**src/rtl/alu_pkg.sv**
```systemverilog
// Shared ALU definitions: control codes, RV64I opcodes and the
// operation bundle handed from issue to execute.
package alu_pkg;

    localparam int XLEN   = 64;
    localparam int ILEN   = 32;
    localparam int CTRL_W = 5;

    typedef enum logic [CTRL_W-1:0] {
        ALU_ADD   = 5'b00000,
        ALU_SUB   = 5'b00001,
        ALU_AND   = 5'b00010,
        ALU_OR    = 5'b00011,
        ALU_XOR   = 5'b00100,
        ALU_SLL   = 5'b00101,
        ALU_SLT   = 5'b00110,
        ALU_SLTU  = 5'b00111,
        ALU_SRL   = 5'b01000,
        ALU_SRA   = 5'b01001,
        ALU_SLLI  = 5'b01010,
        ALU_SRLI  = 5'b01011,
        ALU_SRAI  = 5'b01100,
        ALU_ADDW  = 5'b01101,
        ALU_SUBW  = 5'b01110,
        ALU_SLLW  = 5'b01111,
        ALU_SRLW  = 5'b10000,
        ALU_SRAW  = 5'b10001,
        ALU_ADDIW = 5'b10010
    } t_alu_op;

    localparam logic [6:0] OPC_OP        = 7'b0110011;
    localparam logic [6:0] OPC_OP_IMM    = 7'b0010011;
    localparam logic [6:0] OPC_OP_32     = 7'b0111011;
    localparam logic [6:0] OPC_OP_IMM_32 = 7'b0011011;
    localparam logic [6:0] OPC_LOAD      = 7'b0000011;
    localparam logic [6:0] OPC_STORE     = 7'b0100011;
    localparam logic [6:0] OPC_BRANCH    = 7'b1100011;
    localparam logic [6:0] OPC_JAL       = 7'b1101111;
    localparam logic [6:0] OPC_JALR      = 7'b1100111;
    localparam logic [6:0] OPC_LUI       = 7'b0110111;
    localparam logic [6:0] OPC_AUIPC     = 7'b0010111;

    typedef struct packed {
        t_alu_op         alu_control;
        logic [XLEN-1:0] src_1;
        logic [XLEN-1:0] src_2;
        logic            illegal;
    } t_issue_payload;

endpackage

```
**src/rtl/alu_issue_stage_decoder.sv**
```systemverilog
// Combinational decode of one instruction into ALU control code
// and operand selection.
module alu_op_decoder
    import alu_pkg::*;
(
    input  logic [ILEN-1:0] i_instr,
    input  logic [XLEN-1:0] i_pc,
    input  logic [XLEN-1:0] i_rs1,
    input  logic [XLEN-1:0] i_rs2,
    input  logic [XLEN-1:0] i_imm,
    output t_issue_payload  o_payload
);

    logic [6:0]      opc;
    logic [2:0]      f3;
    logic            b30;
    t_alu_op         ctl;
    logic [XLEN-1:0] s1;
    logic [XLEN-1:0] s2;
    logic            ill;
    logic            unused_instr;

    assign opc = i_instr[6:0];
    assign f3  = i_instr[14:12];
    assign b30 = i_instr[30];
    assign unused_instr = ^{i_instr[31], i_instr[29:15], i_instr[11:7]};

    always_comb begin
        ctl = ALU_ADD;
        s1  = i_rs1;
        s2  = i_rs2;
        ill = 1'b0;
        case (opc)
            OPC_OP: begin
                case (f3)
                    3'b000:  ctl = b30 ? ALU_SUB : ALU_ADD;
                    3'b001:  ctl = ALU_SLL;
                    3'b010:  ctl = ALU_SLT;
                    3'b011:  ctl = ALU_SLTU;
                    3'b100:  ctl = ALU_XOR;
                    3'b101:  ctl = b30 ? ALU_SRA : ALU_SRL;
                    3'b110:  ctl = ALU_OR;
                    default: ctl = ALU_AND;
                endcase
            end
            OPC_OP_IMM: begin
                s2 = i_imm;
                case (f3)
                    3'b000:  ctl = ALU_ADD;
                    3'b001:  ctl = ALU_SLLI;
                    3'b010:  ctl = ALU_SLT;
                    3'b011:  ctl = ALU_SLTU;
                    3'b100:  ctl = ALU_XOR;
                    3'b101:  ctl = b30 ? ALU_SRAI : ALU_SRLI;
                    3'b110:  ctl = ALU_OR;
                    default: ctl = ALU_AND;
                endcase
            end
            OPC_OP_32: begin
                case (f3)
                    3'b000:  ctl = b30 ? ALU_SUBW : ALU_ADDW;
                    3'b001:  ctl = ALU_SLLW;
                    3'b101:  ctl = b30 ? ALU_SRAW : ALU_SRLW;
                    default: ill = 1'b1;
                endcase
            end
            OPC_OP_IMM_32: begin
                s2 = i_imm;
                case (f3)
                    3'b000:  ctl = ALU_ADDIW;
                    3'b001:  ctl = ALU_SLLW;
                    3'b101:  ctl = b30 ? ALU_SRAW : ALU_SRLW;
                    default: ill = 1'b1;
                endcase
            end
            OPC_LOAD, OPC_STORE, OPC_JALR: begin
                s2 = i_imm;
            end
            OPC_BRANCH: begin
                case (f3)
                    3'b000, 3'b001: ctl = ALU_SUB;
                    3'b100, 3'b101: ctl = ALU_SLT;
                    3'b110, 3'b111: ctl = ALU_SLTU;
                    default:        ill = 1'b1;
                endcase
            end
            OPC_LUI: begin
                s1 = '0;
                s2 = i_imm;
            end
            OPC_AUIPC, OPC_JAL: begin
                s1 = i_pc;
                s2 = i_imm;
            end
            default: ill = 1'b1;
        endcase
        // Undecodable ops still travel as a harmless rs1 + rs2 add.
        if (ill) begin
            ctl = ALU_ADD;
            s1  = i_rs1;
            s2  = i_rs2;
        end
    end

    assign o_payload = '{alu_control: ctl, src_1: s1, src_2: s2, illegal: ill};

endmodule

```
**src/rtl/alu_issue_stage.sv**
```systemverilog
// ALU issue stage: decode plus a registered 2-entry skid buffer
// towards execute, with flush.
module alu_issue_stage
    import alu_pkg::*;
#(
    parameter int DATA_WIDTH    = XLEN,
    parameter int INSTR_WIDTH   = ILEN,
    parameter int CONTROL_WIDTH = CTRL_W
) (
    input  logic                     clk,
    input  logic                     arstn,
    input  logic                     i_valid,
    output logic                     o_ready,
    input  logic [INSTR_WIDTH-1:0]   i_instr,
    input  logic [DATA_WIDTH-1:0]    i_pc,
    input  logic [DATA_WIDTH-1:0]    i_rs1_data,
    input  logic [DATA_WIDTH-1:0]    i_rs2_data,
    input  logic [DATA_WIDTH-1:0]    i_imm,
    input  logic                     i_flush,
    output logic                     o_valid,
    input  logic                     i_ready,
    output logic [CONTROL_WIDTH-1:0] o_alu_control,
    output logic [DATA_WIDTH-1:0]    o_src_1,
    output logic [DATA_WIDTH-1:0]    o_src_2,
    output logic                     o_illegal_instr
);

    t_issue_payload dec;
    t_issue_payload main_q, main_d;
    t_issue_payload skid_q, skid_d;
    logic           main_valid_q, main_valid_d;
    logic           skid_valid_q, skid_valid_d;
    logic           accept;
    logic           consume;

    alu_op_decoder u_dec (
        .i_instr   (i_instr),
        .i_pc      (i_pc),
        .i_rs1     (i_rs1_data),
        .i_rs2     (i_rs2_data),
        .i_imm     (i_imm),
        .o_payload (dec)
    );

    assign o_ready = ~skid_valid_q;
    assign accept  = i_valid & o_ready;
    assign consume = main_valid_q & i_ready;

    always_comb begin
        main_valid_d = main_valid_q;
        main_d       = main_q;
        skid_valid_d = skid_valid_q;
        skid_d       = skid_q;
        if (i_flush) begin
            main_valid_d = 1'b0;
            skid_valid_d = 1'b0;
        end else if (!main_valid_q || consume) begin
            // Skid only fills while main is held, so it drains first.
            if (skid_valid_q) begin
                main_valid_d = 1'b1;
                main_d       = skid_q;
                skid_valid_d = 1'b0;
            end else begin
                main_valid_d = accept;
                if (accept) begin
                    main_d = dec;
                end
            end
        end else if (accept) begin
            skid_valid_d = 1'b1;
            skid_d       = dec;
        end
    end

    always_ff @(posedge clk or negedge arstn) begin
        if (!arstn) begin
            main_valid_q <= 1'b0;
            skid_valid_q <= 1'b0;
            main_q       <= '0;
            skid_q       <= '0;
        end else begin
            main_valid_q <= main_valid_d;
            skid_valid_q <= skid_valid_d;
            main_q       <= main_d;
            skid_q       <= skid_d;
        end
    end

    assign o_valid         = main_valid_q;
    assign o_alu_control   = main_q.alu_control;
    assign o_src_1         = main_q.src_1;
    assign o_src_2         = main_q.src_2;
    assign o_illegal_instr = main_q.illegal;

endmodule

```
**config.mk**
```make
export PLATFORM = sky130hd
export DESIGN_NAME = alu_issue_stage
export DESIGN_NICKNAME = d
export VERILOG_FILES = /design/src/rtl/alu_pkg.sv /design/src/rtl/alu_issue_stage_decoder.sv /design/src/rtl/alu_issue_stage.sv
export SDC_FILE = /design/constraint.sdc
export NUM_CORES = 1
export LEC_CHECK = 0
export CAP_MARGIN = 0
export CORE_ASPECT_RATIO = 1.1
export CORE_MARGIN = 2
export CORE_UTILIZATION = 43
export CTS_BUF_LIST = sky130_fd_sc_hd__clkbuf_8
export DETAILED_ROUTE_END_ITERATION = 16
export PLACE_DENSITY = 0.88
export SLEW_MARGIN = 10
export SYNTH_ARGS = -nofsm -noshare
export SYNTH_HDL_FRONTEND = slang
export SYNTH_SLANG_ARGS = --single-unit
```
**constraint.sdc**
```tcl
create_clock -name clk -period 1.8 [get_ports clk]
set_clock_uncertainty 0.15 [all_clocks]
set_input_delay 0.27 -clock clk [delete_from_list [all_inputs] [get_ports clk]]
set_output_delay 0.27 -clock clk [all_outputs]
set_load 0.01 [all_outputs]
```
-- Word level (Yosys, flattened, before mapping)
Cells that the tools add are included.
- equality and inequality tests: 18
- multiplexer cells: 27
- bitwise gates (word level): 5
- reduce and logical (&&, ||, !) cells: 17
- operators with widths (kind ; number):
    134-bit 2-to-1 mux ; 2
    64-bit 2-to-1 mux ; 3
    64-bit case mux with 2 select lines ; 1
    5-bit case mux with 7 select lines ; 2
    5-bit case mux with 3 select lines ; 2
    7-bit by 6-bit == test with 1-bit output (second input constant) ; 4
    5-bit case mux with 5 select lines ; 1
    7-bit by 5-bit == test with 1-bit output (second input constant) ; 3
    7-bit == test (second input constant) ; 3
    8-bit OR reduction ; 2
    3-bit == test (second input constant) ; 4
    1-bit 2-to-1 mux ; 11
    2-bit OR reduction ; 5
    3-bit case mux with 3 select lines ; 1
    7-bit by 2-bit == test with 1-bit output (second input constant) ; 1
    3-bit by 2-bit == test with 1-bit output (second input constant) ; 2
    3-bit AND reduction ; 2
    6-bit OR reduction ; 1
    5-bit 2-to-1 mux ; 1
    2-bit nonzero test ; 2
    3-bit by 1-bit == test with 1-bit output (second input constant) ; 1
    3-bit zero test ; 1
    3-bit 2-to-1 mux ; 1
    1-bit inverter ; 3
    7 further kinds ; 8
- register bits after elaboration: 270
- output and inout port bits: 136
- word-level logic and storage cells: 77

-- Depth between registers and ports, before layout
- depth after elaboration: 7
- mapped depth: 8
- depth with buffers taken out: 5

-- By module
A second synthesis with hierarchy kept.
- cells, all modules: 947
- area total of the unflattened synthesis: 13778.2 um^2
- by module, submodules not included (module ; instances ; cells each ; area an instance (um^2)):
    alu_issue_stage ; 1 ; 724 ; 11668.7
    alu_op_decoder ; 1 ; 223 ; 2109.5

-- Worst setup path after synthesis
No wires, ideal clock.
- kind: register to register
- start point: register main_valid_q (netlist: o_valid)
- end point: register main_q, in the netlist o_src_1[51]
- setup time: 136 ps
- arrival time: 1660 ps
- setup slack: -147 ps
- stages on the path, launching flop included: 8
- buffers on the path: 3
- cells stage by stage: dfrtp_1 -> nor2b_1 -> or3_1 -> buf_2 -> clkbuf_1 -> buf_1 -> a21oi_1 -> o21ai_0
- longest elaborated chain between the ends: 3
- ends and longest elaborated chain (what ; RTL line ; source):
    from (decl) ; alu_issue_stage.sv:31 ; logic main_valid_q, main_valid_d;
    from (signal assigned) ; alu_issue_stage.sv:82 ; main_valid_q <= main_valid_d;
    1-bit bitwise AND / 1-bit zero test (equally long branches) ; alu_issue_stage.sv:47, alu_issue_stage.sv:57 ;
    1-bit logical OR (*) ; alu_issue_stage.sv:57 ; end else if (!main_valid_q || consume) begin
    3-bit AND reduction (no line) (*) ; n/a ;
    to (signal assigned) ; alu_issue_stage.sv:84 ; main_q <= main_d;
    to (decl) ; alu_issue_stage.sv:29 ; t_issue_payload main_q, main_d;
Mark *: on every way between the ends. The rest lies on a longest branch, timed or not.
A chain may end at the register's enable or synchronous reset.

-- Final worst setup path
- start point: register skid_valid_q
- end point: register main_q, in the netlist o_src_2[2]
- longest elaborated chain between the ends: 4
- ends and longest elaborated chain (what ; RTL line ; source):
    from (decl) ; alu_issue_stage.sv:32 ; logic skid_valid_q, skid_valid_d;
    from (signal assigned) ; alu_issue_stage.sv:83 ; skid_valid_q <= skid_valid_d;
    1-bit inverter ; alu_issue_stage.sv:45 ; assign o_ready = ~skid_valid_q;
    1-bit bitwise AND ; alu_issue_stage.sv:46 ; assign accept = i_valid & o_ready;
    2-bit nonzero test (no line) ; n/a ;
    3-bit AND reduction (no line) ; n/a ;
Parallel ways exist; a longest one is shown, timed or not.

==> qor.csv <==
metric,value,unit
postSynthCellCount,1336,
synth_top_family_by_area,compound AO/OA/AOI/OAI gates,
coreArea,0.0294,mm²
powerDensity,899,mW/mm²
fin_nets,2146,
fin_util,71.4,%
ys_ff_latch,270,
grt_pass1_vias,13300,
critPathCaptureType,flop,
synth_edf_count,0,
hold_path_class,in -> async,
dpl.hpwl,29.6,mm
violations,negative setup slack,
first_pass_iters,6,
total_power,0.0189,W
regArea,0.00676,mm²
die_h,184,µm
area_growth,64.9,%
synthesis.area,0.0127,mm²
die_w,168,µm
rows,66,
async_flop_share,100,%
setup_viol,137,
synth_compound_area_share,24.1,%
yosys.area_share.adder,0,%
cts_sinks,270,
yosys.area.top_type,dfrtp_1,
via_count,13700,
peakVddDrop,0.668,mV
slew_violations,0,
crit_fanout,10,
drtIter0Drc,1303,
top_level_ports,429,
syn_nets,1629,
yosysMostFrequentCell,dfrtp_1,
cts_made_buffers,45,
hold_viol_final,0,
clockBufferDepth,3,
max-slew-margin-rel,62.0,%
grt_pass1_wl,71.6,mm
start_kind,flop,
gp_congestion,0.845,
io_buffers,407,
outcome,"finished, violations left",
htree_levels,2,
grtUsageTotal,29.2,%
drv_cap,0,
dpl_worst_slack,-0.830,ns
synthXorXnorAreaFrac,0,%
synthDominantCellAreaShare,53.1,%
start_util,43.3,%
worstMarginPinSlew,0.571,ns
layout-drive-gt1-share,24.4,%
routedWlPerCell,23.3,µm
synth.area.top_cells,"dfrtp_1 53%, a21oi_1 10%, o21ai_0 6.5%",
seq_area_frac_synth,53.1,%
max_freq,0.481,GHz
crit_type,reg -> reg,
worst_slack,-0.277,ns
synthMuxAreaShare,5.19,%
n_fill_cell,1911,
worstPathArrival,2.35,ns
synth_top_flop_cell,dfrtp_1,
cts_tree,built,
fin_tns_setup,-17.70,ns
root_buffer,clkbuf_8,
viasPerCell,6.06,
worstPathRequired,2.07,ns
synth_simple_gate_area_share,12.6,%
clk_pin_slew,0.06,ns
grt_max_degree,61,
synth_area_per_cell,9.53,µm²
insertion_delay,0.56,ns
rsz0062_at_grt,true,
period_minus_slack,2.08,ns
yosysWarnings,0,
gr-total-overflow,0,
synth_cell_types,46,
drt_wl_total,52.7,mm
final_antenna_net_count,0,
antenna_found_initial,2,
synth_commonest_cells,"270 x dfrtp_1, 262 x a21oi_1, 166 x o21ai_0",
dieArea,0.0310,mm²
leakagePower,9.59,nW
fin_crit_sh,115,%
drc,0,
multiInputGateArea,0.00635,mm²
-- final cells by class --
type | instances | share of cell area (%)
Tap cell | 374 | 2.23
Multi-Input combinational cell | 939 | 30.2
Clock buffer | 64 | 4.20
Antenna cell | 2 | 0.0238
Clock inverter | 17 | 0.620
Sequential cell | 270 | 32.2
Timing Repair Buffer | 590 | 30.3
Inverter | 7 | 0.143
-- timing repair --
item | in CTS | in global routing
hold buffers | 1 | 0
setup endpoints to repair | 381 | 174
gates resized for setup | 228 | 224
buffers inserted | 17 | 11
gates cloned | 16 | 16
pin swaps | 9 | 42
endpoints found under the hold margin | 270 | 0
-- registers in the layout, indices dropped and copies added, names as in the netlist --
register	flops
o_valid	1
o_src_1	64
skid_valid_q	1
o_src_2	64
skid_q	134
o_illegal_instr	1
o_alu_control	5
-- cells in the final DEF (no fill, tap or decap), drive strengths merged, types with 70 or more instances in the layout --
| cell | synthesis | final |
|---|---|---|
| a21oi | 263 | 263 |
| buf | 17 | 173 |
| clkbuf | 104 | 76 |
| clkdlybuf4s50 | 0 | 262 |
| dfrtp | 270 | 270 |
| dlygate4sd2 | 0 | 138 |
| nand2 | 76 | 76 |
| nor2 | 70 | 70 |
| o21ai | 206 | 206 |
| or3 | 70 | 71 |
-- kinds of logic (layout without fill, tap and decap cells) --
| logic type | Yosys count | after routing |
|---|---|---|
| AO/OA/AOI/OAI | 561 | 561 |
| buffers and inverters | 128 | 678 |
| flip-flops | 270 | 270 |
| multiplexers | 66 | 66 |
| other | 0 | 2 |
| AND/OR/NAND/NOR | 311 | 312 |
-- path summary, 6_finish.rpt --
kind	from	slack, ns	cells after the start	to
hold / removal	arstn	0.02	2	o_src_2[24]
setup / recovery	skid_valid_q	-0.28	7	o_src_2[2]
min in group clk	i_instr[6]	0.22	6	skid_q[0]
hold reg to reg	skid_q[132]	0.33	2	skid_q[132]
max in group asynchronous	arstn	0.73	4	skid_q[90]
setup reg to reg	skid_valid_q	-0.28	7	o_src_2[2]
-- through the flow --
stage	hold slack, ns	std cells	instance area, µm²
final	0.0218	2263	21000
after global routing	0.0171	2262	21000
after CTS	0.0150	2236	19900
after detailed placement	0.00182	2122	18300
after global placement	0.00235	2122	18300
after floorplan	-0.176	1336	13100
-- worst max-delay path, cell delays in order, from the launching register on --
cell     delay, ns
dfrtp_4       0.45
nor2_4        0.06
or3_4         0.47
buf_12        0.18
buf_12        0.13
buf_16        0.15
a21oi_1       0.22
a21oi_1       0.12
-- report_power, final --
part           internal [W]  switching [W]  leakage (nW)
registers           0.00728       0.000884          3.34
clock network       0.00343        0.00257         0.556
logic               0.00239        0.00232          5.69
-- metal layers --
metal | GRT usage [%] | part of all wire [%]
met5 | 0 | 0
met4 | 12.7 | 5.4
met3 | 6.87 | 10
met2 | 50.8 | 49
met1 | 34.6 | 35
No activity file was read; power rests on OpenSTA's default activity.
